==> config.mk <==
export PLATFORM = sky130hd
export DESIGN_NAME = mux_pattern_gen
export DESIGN_NICKNAME = d
export VERILOG_FILES = /design/src/rtl/mux_pattern_gen.sv
export SDC_FILE = /design/constraint.sdc
export NUM_CORES = 1
export LEC_CHECK = 0
export CAP_MARGIN = 10
export CORE_UTILIZATION = 40
export CTS_CLUSTER_DIAMETER = 30
export DETAILED_ROUTE_END_ITERATION = 10
export GPL_TIMING_DRIVEN = 0
export MAX_ROUTING_LAYER = met4
export PLACE_DENSITY_LB_ADDON = 0.05
export SYNTH_ARGS = -nofsm -noshare
export SYNTH_HDL_FRONTEND = slang
export SYNTH_SLANG_ARGS = --single-unit
export TNS_END_PERCENT = 50
==> constraint.sdc <==
create_clock -name clk -period 2.2 [get_ports clk]
set_input_delay 0.22 -clock clk [delete_from_list [all_inputs] [get_ports clk]]
set_output_delay 0.22 -clock clk [all_outputs]
set_load 0.02 [all_outputs]
==> src/rtl/mux_pattern_gen.sv <==
// Stimulus generator for the 4:1 selector mux: walks the 64 {a,b,A,B,C,D}
// combinations from a 6-bit pattern index under start/stop/step control.
module mux_pattern_gen #(
  parameter int HOLD_W = 4
) (
  input  logic              clk,
  input  logic              rst,
  input  logic              start,
  input  logic              stop,
  input  logic              step,
  input  logic              loop,
  input  logic [HOLD_W-1:0] hold_len,
  output logic              a,
  output logic              b,
  output logic              A,
  output logic              B,
  output logic              C,
  output logic              D,
  output logic [5:0]        pattern_idx,
  output logic              busy,
  output logic              done
);

  localparam logic [0:0] S_IDLE = 1'b0;
  localparam logic [0:0] S_RUN  = 1'b1;

  localparam logic [HOLD_W-1:0] HOLD_ONE = {{(HOLD_W-1){1'b0}}, 1'b1};

  logic [0:0]        state_q, state_d;
  logic [5:0]        idx_q, idx_d;
  logic [HOLD_W-1:0] hold_q, hold_d;
  logic [HOLD_W-1:0] hcnt_q, hcnt_d;
  logic              done_q, done_d;

  always_comb begin
    state_d = state_q;
    idx_d   = idx_q;
    hold_d  = hold_q;
    hcnt_d  = hcnt_q;
    done_d  = 1'b0;
    case (state_q)
      S_IDLE: begin
        // stop outranks start and step, so start+stop leaves everything as is
        if (stop) begin
          state_d = S_IDLE;
        end else if (start) begin
          state_d = S_RUN;
          idx_d   = 6'd0;
          hold_d  = hold_len;
          hcnt_d  = '0;
        end else if (step) begin
          idx_d = idx_q + 6'd1;
        end
      end
      S_RUN: begin
        if (stop) begin
          state_d = S_IDLE;
        end else if (hcnt_q == hold_q) begin
          hcnt_d = '0;
          if (idx_q != 6'd63) begin
            idx_d = idx_q + 6'd1;
          end else if (loop) begin
            idx_d = 6'd0;
          end else begin
            state_d = S_IDLE;
            done_d  = 1'b1;
          end
        end else begin
          hcnt_d = hcnt_q + HOLD_ONE;
        end
      end
      default: state_d = S_IDLE;
    endcase
  end

  always_ff @(posedge clk) begin
    if (rst) begin
      state_q <= S_IDLE;
      idx_q   <= 6'd0;
      hold_q  <= '0;
      hcnt_q  <= '0;
      done_q  <= 1'b0;
    end else begin
      state_q <= state_d;
      idx_q   <= idx_d;
      hold_q  <= hold_d;
      hcnt_q  <= hcnt_d;
      done_q  <= done_d;
    end
  end

  // Mux ports come straight off the index register; no combinational path.
  assign {a, b, A, B, C, D} = idx_q;
  assign pattern_idx        = idx_q;
  assign busy               = (state_q == S_RUN);
  assign done               = done_q;

endmodule
==> metrics.md <==
| Metric | Value |
|---|---|
| Status | finished clean |
| Final setup fails | 0 |
| Clk slew on worst S/H paths | 0.10 ns |
| Fin. Hold Viols | 0 |
| Vert. Die Dim | 50.2 um |
| Most common cell after layout, fill and taps aside | clkdlybuf4s50_1 |
| Synth Instances | 107 |
| CP startpoint kind | register |
| Worst-Margin Slew | 0.559 ns |
| DR iter-0 viols | 14 |
| Die area | 0.00252 mm^2 |
| H-tree lvl count | 1 |
| Final worst-path cycle share | 87.5% |
| Switching Power | 147 uW |
| Via-per-instance ratio | 5.46 |
| Combinational share of power | 16.1% |
| Max Clock Skew | 0.00289 ns |
| Synth Cell Area | 930 um^2 |
| Largest net degree at the start of global routing | 11 |
| Min Tclk post-route | 1.93 ns |
| Hold Crit Depth | 3 |
| Max FO, Critical Path | 6 |
| Fill cells | 204 |
| Worst Setup Slack, final | 0.274 ns |
| Max-cap viol count | 0 |
| Initial core utilization | 42.4% |
| Post-DRT Antenna Nets | 0 |
| Avg Cell Area, Syn | 8.69 um^2 |
| Hold Path Class | input pin to register |
| CTS tree | built |
| Root buffer cell | clkbuf_4 |
| Setup CP Type | register to register |
| Max Clk Rate | 519 MHz |
| First-pass GRT wire length | 3570 um |
| Layout cells sized above 1 | 14.3% |
| Synth Warn # | 0 |
| Commonest cells after routing, fill and taps aside | clkdlybuf4s50_1, dfxtp_1, nand2_1, a21oi_1, o21ai_1 |
| Clock sink count | 16 |
| Peak supply drop | 0.324 mV |
| R2R cell count | 5 |
| TritonRoute pass-1 iters | 4 |
| Req. time, crit path | 2.39 ns |
| Hold slack | 0.479 ns |
| Seq/Total Area, Yosys | 34.5% |
| Leak | 0.419 nW |
| Internal Power | 404 uW |
| Area Overhead vs Synth | 31.0% |
| RSZ-0062 raised after global routing | no |
| PD cells | 452 mW/mm^2 |
| Boundary Pins | 24 |
| Final TNS setup | 0 ns |
| Port bufs | 23 |
| Library cells used by synthesis | 38 |
| Gr usage total | 19.5% |
| Post-DR wirelength/cell | 12.8 um |
| Initial antenna violation count | 0 |
| Reg power frac | 55.0% |
| Clk buf depth | 2 |
| Vias | 879 |
| Setup bufs post-CTS | 0 |
| Die X | 50.2 um |
| Core Box Area | 0.00219 mm^2 |
| Flops & latches, synth | 16 |
| Num CTS Buffers | 3 |
| Clk pwr share | 28.9% |
| # hold bufs at CTS | 0 |
| Total Wirelength | 2050 um |
| Syn_nets | 119 |
| Number of global-route vias before repair | 835 |
| Global route overflow | 0 |
| Row Count | 17 |
| Data arrival, critical path | 2.11 ns |
| Relative slew slack | 62.7% |
| Fin. max-slew vios | 0 |
| Setup WS pre-CTS | 0.284 ns |
| Dpl hpwl | 1570 um |
| Crit end category | register |
| Sw Ratio | 26.6% |
| Final RePlAce weighted congestion | 0.818 |
| Number of antenna diodes | 0 |
| PostCTS Resize Cnt | 0 |
| Latest clock arrival within the worst-skew pair | 0.29 ns |
| # DRC | 0 |
| Nets | 147 |
worst max-delay path: stages, from the launching register on:
cell and delay [ns]:
dfxtp_1 0.41, ha_1 0.28, nand4_2 0.19, o21ai_0 0.48, nor3_1 0.14, a221o_1 0.33
final cells by class:
class / instances / area, um^2 / share of cell area (%)
multi-input combinational: 77 / 526 / 43.2
buffer: 10 / 68.8 / 5.65
tap: 28 / 35.0 / 2.88
sequential: 16 / 320 / 26.3
timing repair buffer: 23 / 230 / 18.9
clock buffer: 3 / 22.5 / 1.85
inverter: 4 / 15.0 / 1.23
Yosys cell counts:
library cell   n  share of area (%)
a21oi_1       10                5.4
inv_1          4                1.6
buf_2          1               0.54
nand2_1       10                4.0
or4_1          2                1.6
o311ai_2       1                1.8
xnor2_1        1               0.94
o31ai_1        1               0.81
nand3_1        4                2.2
nor3_1         3                1.6
a41oi_2        1                1.8
a221o_1        1                1.1
or4b_1         1                1.1
o21ai_1        7                3.8
or2b_1         1               0.81
a211oi_2       1                1.3
nor2b_1        2                1.3
or3_1          2                1.3
nand3b_1       1               0.81
clkbuf_1       2               0.81
o211ai_1       1               0.81
nand4_1        1               0.67
or2b_2         1               0.94
nand4_2        1                1.3
xnor2_2        3                5.2
nor4b_1        1               0.94
nand2b_1       2                1.3
ha_1           2                2.7
o21bai_1       1               0.81
a211oi_1       1               0.81
o21ai_0        4                2.2
nor4_1         3                2.0
buf_4          6                4.8
dfxtp_1       16                 34
o2bb2ai_1      2                1.9
nor3b_1        3                2.4
nor2_1         2               0.81
buf_6          1                1.2
cells by family (layout without fill, tap and decap cells):
family                     Yosys count  in the layout  share of synthesized area, %
buffers and inverters               14             40                          9.02
AOI/OAI and AO/OA                   31             31                          22.3
adders and majority gates            2              2                          2.69
xor gates and xnor gates             4              4                          6.19
DFF                                 16             16                          34.5
and+or+nand+nor                     40             40                          25.3
registers in the layout, summed over array words and instances (netlist names):
register and count:
done 1, busy 1, hold_q 4, pattern_idx 6
hcnt_q 4
routing by layer:
layer	GRT usage (%)	wire length [um]
met1	22.1	932
met2	31.3	1040
met3	3.94	64
met4	11.9	17
met5	-	0
path summary, 6_finish.rpt:
check | to | slack (ns) | start
min | hold_q[2] | 0.48 | hold_len[2]
max | pattern_idx[5] | 0.27 | pattern_idx[0]
max reg2reg | pattern_idx[5] | 0.27 | pattern_idx[0]
min reg2reg | hold_q[3] | 0.52 | hold_q[3]
power groups by stage:
stage	Combinational, mW	Sequential [mW]	Clock, mW
6_report	0.0887	0.303	0.159
5_1_grt	0.0976	0.304	0.176
4_1_cts	0.0893	0.303	0.167
3_5_place_dp	0.0888	0.309	0
3_3_place_gp	0.0881	0.309	0
2_1_floorplan	0.0482	0.311	0
stage by stage:
step	area [um^2]	std cells	power (mW)	utilization, %
6_report	1220	161	0.550	55.6
5_1_grt	1220	161	0.577	55.6
4_1_cts	1220	161	0.559	55.6
3_5_place_dp	1190	158	0.398	54.5
3_3_place_gp	1190	158	0.397	54.5
2_1_floorplan	930	107	0.360	-
Note: power is estimated with default switching activity, not from simulation.
